--- src/rtl/huff_chunk_encoder_if.sv ---
// Handshake bundle for the Huffman chunk encoder: symbol input and chunk output streams.
// The slave modport is the encoder's view. The master modport is the view of whoever
// feeds symbols and drains chunks.
interface huff_chunk_encoder_if;
    logic              sValid;
    logic              sReady;
    logic signed [3:0] sData;
    logic              sLast;
    logic              mValid;
    logic              mReady;
    logic        [3:0] out_bits;
    logic        [2:0] out_len;
    logic              mLast;

    modport slave (
        input  sValid, sData, sLast, mReady,
        output sReady, mValid, out_bits, out_len, mLast
    );

    modport master (
        output sValid, sData, sLast, mReady,
        input  sReady, mValid, out_bits, out_len, mLast
    );
endinterface

--- src/rtl/huff_chunk_encoder.sv ---
// Streaming Huffman encoder.
// Signed 4-bit samples are mapped to prefix codewords and packed MSB-first into an
// accumulator. The accumulator is drained as 1..4-bit chunks. Only full 4-bit chunks
// leave while in RUN. FLUSH, entered on the last symbol, drains the remainder and marks
// the final chunk with mLast.
module huff_chunk_encoder #(
    parameter int MAX_CODE = 9,
    parameter int ACC_W    = 16
) (
    input  logic                   clk,
    input  logic                   reset_n,
    huff_chunk_encoder_if.slave    bus
);
    localparam int CW = $clog2(ACC_W + 1);

    typedef enum logic {RUN, FLUSH} state_t;

    typedef struct packed {
        logic [3:0] len;
        logic [8:0] code;   // right-aligned codeword
    } cw_t;

    state_t              state_q, state_d;
    logic [ACC_W-1:0]    acc_q, acc_d;      // oldest bit at MSB, unused low bits zero
    logic [CW-1:0]       cnt_q, cnt_d;
    logic                rdy_en_q;
    logic                ovld_q, ovld_d;
    logic [3:0]          obits_q, obits_d;
    logic [2:0]          olen_q, olen_d;
    logic                olast_q, olast_d;

    logic                s_ready, accept, m_xfer, load, is_final;
    logic [2:0]          take;
    cw_t                 cw;
    logic [MAX_CODE-1:0] code_l;
    logic [ACC_W-1:0]    code_al;
    logic [CW-1:0]       keep;
    logic [3:0]          code_len;

    // Fixed shared codebook. The sample is matched on its two's-complement bit pattern.
    function automatic cw_t encode(input logic [3:0] s);
        cw_t r;
        case (s)
            4'b0000: r = '{len: 4'd2, code: 9'b000000000};  //  0 : 00
            4'b0001: r = '{len: 4'd3, code: 9'b000000010};  //  1 : 010
            4'b1111: r = '{len: 4'd3, code: 9'b000000011};  // -1 : 011
            4'b0010: r = '{len: 4'd3, code: 9'b000000100};  //  2 : 100
            4'b1110: r = '{len: 4'd4, code: 9'b000001010};  // -2 : 1010
            4'b0011: r = '{len: 4'd4, code: 9'b000001011};  //  3 : 1011
            4'b1101: r = '{len: 4'd5, code: 9'b000011000};  // -3 : 11000
            4'b0100: r = '{len: 4'd5, code: 9'b000011001};  //  4 : 11001
            4'b1100: r = '{len: 4'd5, code: 9'b000011010};  // -4 : 11010
            4'b0101: r = '{len: 4'd6, code: 9'b000110110};  //  5 : 110110
            4'b1011: r = '{len: 4'd6, code: 9'b000110111};  // -5 : 110111
            4'b0110: r = '{len: 4'd6, code: 9'b000111000};  //  6 : 111000
            4'b1010: r = '{len: 4'd7, code: 9'b001110010};  // -6 : 1110010
            4'b0111: r = '{len: 4'd7, code: 9'b001110011};  //  7 : 1110011
            4'b1000: r = '{len: 4'd8, code: 9'b011101000};  // -8 : 11101000
            default: r = '{len: 4'd9, code: 9'b111010010};  // -7 : 111010010
        endcase
        return r;
    endfunction

    // State register plus the ready-enable flag that keeps sReady low during reset.
    always_ff @(posedge clk or negedge reset_n) begin
        if (!reset_n) begin
            state_q  <= RUN;
            rdy_en_q <= 1'b0;
        end else begin
            state_q  <= state_d;
            rdy_en_q <= 1'b1;
        end
    end

    // Next state: the last symbol starts a flush, and handing off the mLast chunk ends it.
    always_comb begin
        state_d = state_q;
        case (state_q)
            RUN:     if (accept && bus.sLast) state_d = FLUSH;
            FLUSH:   if (m_xfer && olast_q)   state_d = RUN;
            default: state_d = RUN;
        endcase
    end

    // FSM outputs: input readiness, and how many bits leave the accumulator this cycle.
    always_comb begin
        s_ready  = rdy_en_q && (state_q == RUN) && (cnt_q <= CW'(ACC_W - MAX_CODE));
        accept   = bus.sValid && s_ready;
        m_xfer   = ovld_q && bus.mReady;
        load     = (!ovld_q || bus.mReady) &&
                   ((cnt_q >= CW'(4)) || ((state_q == FLUSH) && (cnt_q != '0)));
        take     = 3'd0;
        if (load) take = (cnt_q >= CW'(4)) ? 3'd4 : cnt_q[2:0];
        is_final = (state_q == FLUSH) && (cnt_q <= CW'(4));
    end

    // Accumulator update: shift out the extracted bits, then append the new codeword
    // directly behind the bits that remain.
    always_comb begin
        cw       = encode(bus.sData);
        code_l   = cw.code << (4'(MAX_CODE) - cw.len);
        code_al  = {code_l, {(ACC_W - MAX_CODE){1'b0}}};
        keep     = cnt_q - CW'(take);
        code_len = accept ? cw.len : 4'd0;
        acc_d    = (acc_q << take) | (accept ? (code_al >> keep) : '0);
        cnt_d    = keep + CW'(code_len);
    end

    // Output register: load a new chunk when the slot is free. Otherwise clear it after a
    // transfer, or hold it while the consumer stalls.
    always_comb begin
        ovld_d  = ovld_q;
        obits_d = obits_q;
        olen_d  = olen_q;
        olast_d = olast_q;
        if (load) begin
            ovld_d  = 1'b1;
            obits_d = acc_q[ACC_W-1 -: 4] >> (3'd4 - take);
            olen_d  = take;
            olast_d = is_final;
        end else if (m_xfer) begin
            ovld_d  = 1'b0;
            obits_d = 4'd0;
            olen_d  = 3'd0;
            olast_d = 1'b0;
        end
    end

    // Datapath and output registers; reset discards buffered bits and any pending chunk.
    always_ff @(posedge clk or negedge reset_n) begin
        if (!reset_n) begin
            acc_q   <= '0;
            cnt_q   <= '0;
            ovld_q  <= 1'b0;
            obits_q <= 4'd0;
            olen_q  <= 3'd0;
            olast_q <= 1'b0;
        end else begin
            acc_q   <= acc_d;
            cnt_q   <= cnt_d;
            ovld_q  <= ovld_d;
            obits_q <= obits_d;
            olen_q  <= olen_d;
            olast_q <= olast_d;
        end
    end

    assign bus.sReady   = s_ready;
    assign bus.mValid   = ovld_q;
    assign bus.out_bits = obits_q;
    assign bus.out_len  = olen_q;
    assign bus.mLast    = olast_q;
endmodule

--- src/flat_wrapper.sv ---
// flat-port wrapper written by rule: the top's interface ports become plain ports
module huff_chunk_encoder_flat 
#(
    parameter int MAX_CODE = 9,
    parameter int ACC_W    = 16
)
  (clk, reset_n, bus_sValid, bus_sData, bus_sLast, bus_mReady, bus_sReady, bus_mValid, bus_out_bits, bus_out_len, bus_mLast);
  huff_chunk_encoder_if bus_i ();
  input  logic clk;
  input  logic reset_n;
  input wire logic [$bits(bus_i.sValid)-1:0] bus_sValid;
  input wire logic [$bits(bus_i.sData)-1:0] bus_sData;
  input wire logic [$bits(bus_i.sLast)-1:0] bus_sLast;
  input wire logic [$bits(bus_i.mReady)-1:0] bus_mReady;
  output wire logic [$bits(bus_i.sReady)-1:0] bus_sReady;
  output wire logic [$bits(bus_i.mValid)-1:0] bus_mValid;
  output wire logic [$bits(bus_i.out_bits)-1:0] bus_out_bits;
  output wire logic [$bits(bus_i.out_len)-1:0] bus_out_len;
  output wire logic [$bits(bus_i.mLast)-1:0] bus_mLast;
  assign bus_i.sValid = bus_sValid;
  assign bus_i.sData = bus_sData;
  assign bus_i.sLast = bus_sLast;
  assign bus_i.mReady = bus_mReady;
  assign bus_sReady = bus_i.sReady;
  assign bus_mValid = bus_i.mValid;
  assign bus_out_bits = bus_i.out_bits;
  assign bus_out_len = bus_i.out_len;
  assign bus_mLast = bus_i.mLast;
  huff_chunk_encoder #(.MAX_CODE(MAX_CODE), .ACC_W(ACC_W)) u_core (.clk(clk), .reset_n(reset_n), .bus(bus_i));
endmodule
--- config.mk ---
export PLATFORM = sky130hd
export DESIGN_NAME = huff_chunk_encoder_flat
export DESIGN_NICKNAME = d
export VERILOG_FILES = /design/src/rtl/huff_chunk_encoder_if.sv /design/src/rtl/huff_chunk_encoder.sv /design/src/flat_wrapper.sv
export SDC_FILE = /design/constraint.sdc
export NUM_CORES = 1
export LEC_CHECK = 0
export BUFFER_PORTS_ARGS = -buffer_cell sky130_fd_sc_hd__buf_4
export CAP_MARGIN = 20
export CORE_UTILIZATION = 58
export CTS_BUF_LIST = sky130_fd_sc_hd__clkbuf_4
export DETAILED_ROUTE_END_ITERATION = 8
export MAX_ROUTING_LAYER = met4
export PLACE_DENSITY = 0.8
export SLEW_MARGIN = 20
export SYNTH_ARGS = -nofsm -noshare
export SYNTH_HDL_FRONTEND = slang
export SYNTH_SLANG_ARGS = --single-unit
--- constraint.sdc ---
create_clock -name clk -period 3.5 [get_ports clk]
set_input_delay 0.175 -clock clk [delete_from_list [all_inputs] [get_ports clk]]
set_output_delay 0.175 -clock clk [all_outputs]
set_load 0.03 [all_outputs]
Word level (Yosys, flattened, before mapping)
Memories as Yosys holds them, arrays and structs flattened.
Index checks and enable logic that the tools add are counted.
{"block": "totals", "regBits": 32, "latchBits": 0, "mem_bits_rw": 0, "rom_bits": 208, "input_bits": 9, "mem_count": 1}
{"block": "classes", "n_addsub": 4, "mul": 0, "n_div": 0, "magnitude_cmp": 3, "eq_ne": 0, "shifts": 4, "muxes": 14, "bitwise_logic": 2, "reduce_logical": 14}
{"memory": "(name not given)", "words": 16, "word_bits": 13, "read_ports": 1, "rd_ports_with_merged_regs": 0, "write_ports": 0, "line_no": "huff_chunk_encoder.sv:43", "rtl": "case (s)"}
{"operator": "$mux W16", "count": 1}
{"operator": "$or A16 B16 Y16", "count": 1}
{"operator": "$shl A16 B3 Y16", "count": 1}
{"operator": "$shr A16 B5 Y16", "count": 1}
{"operator": "$mux W3", "count": 4}
{"operator": "$mux W4", "count": 3}
{"operator": "$le A5 B3 Y1 const B", "count": 2}
{"operator": "$logic_and A1 B1 Y1", "count": 9}
{"operator": "$shl A9 B4 Y9", "count": 1}
{"operator": "$add A5 B4 Y5", "count": 1}
{"operator": "$ge A5 B3 Y1 const B", "count": 1}
{"operator": "$mux W1", "count": 5}
{"operator": "$reduce_bool A5 Y1", "count": 1}
{"operator": "$sub A5 B3 Y5", "count": 1}
{"operator": "$shr A4 B3 Y4", "count": 1}
{"operator": "$sub A4 B4 Y4 const A", "count": 1}
{"operator": "$sub A3 B3 Y3 const A", "count": 1}
{"operator": "$logic_or A1 B1 Y1", "count": 2}
{"operator": "$pmux W1 S2", "count": 1}
{"operator": "$reduce_bool A2 Y1", "count": 1}
{"operator": "$logic_not A1 Y1", "count": 1}
{"operator": "$not A1 Y1", "count": 1}

Longest topological paths before layout
{"block": "depth", "depth_word": 9, "ltp_mapped": 15, "mapped_depth_nobuf": 13}

Least setup slack after synthesis
No wires, ideal clock.
{"block": "synth_path", "path_type": "register -> register", "from": "reg u_core.cnt_q[4]", "to": "reg u_core.acc_q[15]", "t_arrival_ns": 3.658, "path_slack_ns": -0.240, "path_stages_with_launch": 14, "path_buffers": 2, "path_cell_list": "dfrtp_1 nor3_1 and4_1 clkbuf_1 clkbuf_1 ha_1 inv_1 fa_1 a211oi_1 xnor2_1 nand3_1 or2_2 or3_1 o22ai_1"}
{"block": "synth_between", "elab_chain_len": 9, "word_cells_on_any_way": 15, "classes_between": "1 x add/sub; 2 x order compare; 2 x shift; 3 x mux; 1 x bitwise; 6 x reduce/logical"}
{"element": "start, declared", "line_no": "huff_chunk_encoder.sv:25", "rtl": "logic [CW-1:0] cnt_q, cnt_d;"}
{"element": "start signal, assigned", "line_no": "huff_chunk_encoder.sv:140", "rtl": "cnt_q <= cnt_d;"}
{"element": "branches (longest 8 deep; another with $ge A5 B3 Y1)"}
{"element": "$or A16 B16 Y16 *", "line_no": "huff_chunk_encoder.sv:105", "rtl": "acc_d = (acc_q << take) | (accept ? (code_al >> keep) : '0);"}
{"element": "net u_core.acc_d[15]", "line_no": "huff_chunk_encoder.sv:24", "rtl": "logic [ACC_W-1:0] acc_q, acc_d;"}
{"element": "end signal, assigned", "line_no": "huff_chunk_encoder.sv:132", "rtl": "acc_q <= '0;"}
{"element": "end signal, assigned", "line_no": "huff_chunk_encoder.sv:139", "rtl": "acc_q <= acc_d;"}
{"element": "end, declared", "line_no": "huff_chunk_encoder.sv:24"}
Mark *: on every way through the listed nets, which the timed path passes.
A chain may end at the register's enable or synchronous reset.

Worst setup path in the final report
{"block": "layout_path", "from": "reg u_core.cnt_q[3]", "to": "reg u_core.acc_q[15]"}
The elaborated chain is that of the path after synthesis.

==> results by group <==
Yosys
  • #FFs+latches synth: 32
  • Synth warn: 0
  • Ys async rst share: 1.000
  • Mapped cell area: 3196 µm²
  • Register area share after synthesis: 0.2506
  • Post-synthesis cell type count: 69
  • Mean Syn Cell Area: 8.279 µm²
  • Top_reg_cell synth: dfrtp_1
  • Net Count, Synth: 412
  • Mapped Cells: 386
  • EDFF count, synth: 0

Pwr
  • Leakage power: 1.585 nW
  • Tot Pwr: 2.354 mW
  • PD cells: 678.1 nW/µm²
  • Peak supply drop: 0.2826 mV

Setup path
  • R2r endpoint: u_core.acc_q[15]$_DFF_PN0_
  • WS Path Type: reg -> reg
  • CP required: 3.76 ns
  • Register-to-Register Setup Slack: 0.19 ns
  • Crit end category: flop
  • Reg2reg start: u_core.cnt_q[3]$_DFF_PN0_
  • CP Data Arrival Time: 3.57 ns
  • Startpoint types: flop
  • R2R cell count: 11
  • Setup crit start: u_core.cnt_q[3]$_DFF_PN0_
  • Crit path max fanout: 6

Detailed routing
  • Post-route DRC violation count: 0
  • Routed len/inst: 16.87 µm
  • WL final: 7.931 mm
  • Vias: 3058
  • Iteration count of the initial detailed-routing pass: 5
  • Remaining antenna violation count: 0
  • DR iter-0 viols: 274
  • Vias per inst: 6.506

Global route
  • Antenna violations before repair: 0
  • Global-route met3 utilization: 0.03952
  • M1 GR Usage: 0.3411
  • M2 GR Usage: 0.4847
  • Total congestion overflow: 0
  • Total GRT Usage: 0.2839
  • Vias in the first global route: 2830
  • GR peak layer: met2
  • Largest net degree at the start of global routing: 33
  • First-pass GRT wire length: 13.16 mm

Clocking
  • Clk pin slew, worst setup/hold paths: 0.11 ns
  • Htree depth: 2
  • CTS Buf Count: 5
  • Clk root buf: clkbuf_4
  • CTS Buffer Depth: 2
  • Setup Buffers After CTS: 0
  • CTS sink cnt: 32
  • Clk Latency, worst-skew pair: 0.34 ns
  • CTS tree: built

Timing
  • Fmax: 302.3 MHz
  • Tcrit/Tclk final: 0.9451
  • Least-Margin Pin Slew: 0.8606 ns
  • Final setup TNS: 0 ns
  • Final Slew Violations: 0
  • Final hold vios: 0
  • Relative slew slack: 0.4182
  • Crit path time final: 3.308 ns
  • Clock Skews: 0.01373 ns
  • Unrepaired setup endpoints after global routing: false
  • Final setup fails: 0

Placement
  • DPL Wire Length: 5.927 mm
  • PortBufs: 18
  • Routability cong.: 0.9079

Cells and area
  • Area delta synth->final: 8.614%
  • Final nets: 425
  • N_diodes: 0
  • Layout cells sized above 1: 0.1350
  • Fillers: 440

Worst hold path
  • Hold Crit Depth: 2
  • Hold Crit Class: in -> reg
  • Hold Path Sink: u_core.state_q$_DFF_PN0_
  • Worst Min Path Start: bus_sLast

Die
  • IO Pins: 19
  • Rows: 26
  • Die Ht: 76.23 µm
  • Die ar.: 5810 µm²
  • Core ar.: 5205 µm²
  • Initial Util: 0.6139
  • Die extent in x: 76.23 µm

Job
  • Maxcap violations: 0

Status
  • Status: finished clean
==> sequential cells by signal (all words and copies together) (netlist names) <==
register,count
u_core.rdy_en_q,1
u_core.acc_q,16
u_core.bus.out_len,3
u_core.bus.mValid,1
u_core.bus.mLast,1
u_core.bus.out_bits,4
u_core.state_q,1
u_core.cnt_q,5
==> synthesized netlist by cell type (all sizes together) (11+ instances only) <==
library cell / n / area (µm²)
ha: 15 / 187.7
o21ai: 22 / 110.1
inv: 11 / 41.29
clkbuf: 13 / 48.80
buf: 11 / 67.56
nor2: 26 / 97.59
a21oi: 22 / 113.9
dfrtp: 32 / 800.8
nand3: 11 / 55.05
nand2: 42 / 157.7
mux2i: 40 / 400.4
==> where the power goes <==
part	switching (mW)	internal [mW]
Clock	0.131	0.0927
Sequential	0.126	0.514
Combinational	0.893	0.597
Total	1.15	1.20
==> per-layer routing <==
| layer | up-vias | wire length (µm) |
|---|---|---|
| met2 | 139 | 4022 |
| met1 | 1449 | 3275 |
| met4 | 0 | 176 |
| met3 | 27 | 457 |
| met5 | - | 0 |
| li1 | 1443 | - |
==> cells in the final DEF (no fill, tap or decap), types with 4 or more instances in the layout <==
cell / n
o21ai_0: 20
nor3_1: 7
dfrtp_1: 32
ha_1: 15
a32oi_1: 4
o22ai_1: 9
nand3_1: 10
or3_1: 4
xor2_1: 4
a21oi_1: 21
buf_4: 29
nand2b_1: 9
and2_1: 7
mux2i_1: 40
inv_1: 10
and3_1: 5
nand2_1: 42
clkbuf_4: 7
a221o_1: 4
nor2_1: 26
xnor2_1: 7
a32o_1: 4
nor2b_1: 7
==> timing repair <==
item / in CTS / in global routing
hold buffers: 1 / 0
gates resized for setup: 0 / 3
endpoints found under the hold margin: 32 / 0
setup endpoints to repair: 0 / 6
==> per-stage QoR <==
stage / setup slack [ns] / hold WS, ns / std cells / instance area, µm² / util
after global routing: 0.03907 / 0.08426 / 470 / 3471 / 0.6668
after global placement: 0.1023 / 0.1328 / 461 / 3390 / 0.6512
after floorplan: 0.003091 / -0.1206 / 386 / 3206 / -
after detailed placement: 0.07023 / 0.1404 / 461 / 3390 / 0.6512
final: 0.1920 / 0.09434 / 470 / 3471 / 0.6668
after CTS: 0.1797 / 0.09555 / 470 / 3456 / 0.6639
==> critical path, stage by stage, from the launching register on <==
cell      delay (ns)
dfrtp_1         0.46
nor3_2          0.28
and4_1          0.26
ha_1            0.15
inv_1           0.06
fa_1            0.44
a211oi_2        0.26
xnor2_1         0.22
nand3_2         0.18
or2_2           0.35
or3_1           0.37
o22ai_1         0.20
==> cell families after synthesis <==
kind of cell / count (synthesis) / share of synthesized area
compound gates: 105 / 0.2259
xor+xnor: 11 / 0.03015
fa+ha+maj: 18 / 0.07439
buf+inv: 37 / 0.05325
flops: 32 / 0.2506
mux: 46 / 0.1500
other cells: 1 / 0.001174
simple gates: 136 / 0.2146
==> cell type report <==
| cell class | count | area [µm²] | area share |
|---|---|---|---|
| multi-input cells | 317 | 2245 | 0.6467 |
| repair buffers | 30 | 227.7 | 0.06561 |
| flip-flops and latches | 32 | 800.8 | 0.2307 |
| clock buffers | 7 | 52.55 | 0.01514 |
| clock inverters | 1 | 3.754 | 0.001081 |
| inverters | 13 | 53.80 | 0.01550 |
| well taps | 70 | 87.58 | 0.02523 |
==> worst max path at each step <==
stage / slack (ns) / cells after the start / to
2_1_floorplan: 0.003 / 13 / u_core.acc_q[15]$_DFF_PN0_
3_3_place_gp: 0.10 / 14 / u_core.acc_q[7]$_DFF_PN0_
3_5_place_dp: 0.07 / 14 / u_core.acc_q[7]$_DFF_PN0_
4_1_cts: 0.18 / 11 / u_core.acc_q[15]$_DFF_PN0_
5_1_grt: 0.04 / 11 / u_core.acc_q[15]$_DFF_PN0_
6_report: 0.19 / 11 / u_core.acc_q[15]$_DFF_PN0_
(Power assumes the default switching activity.)
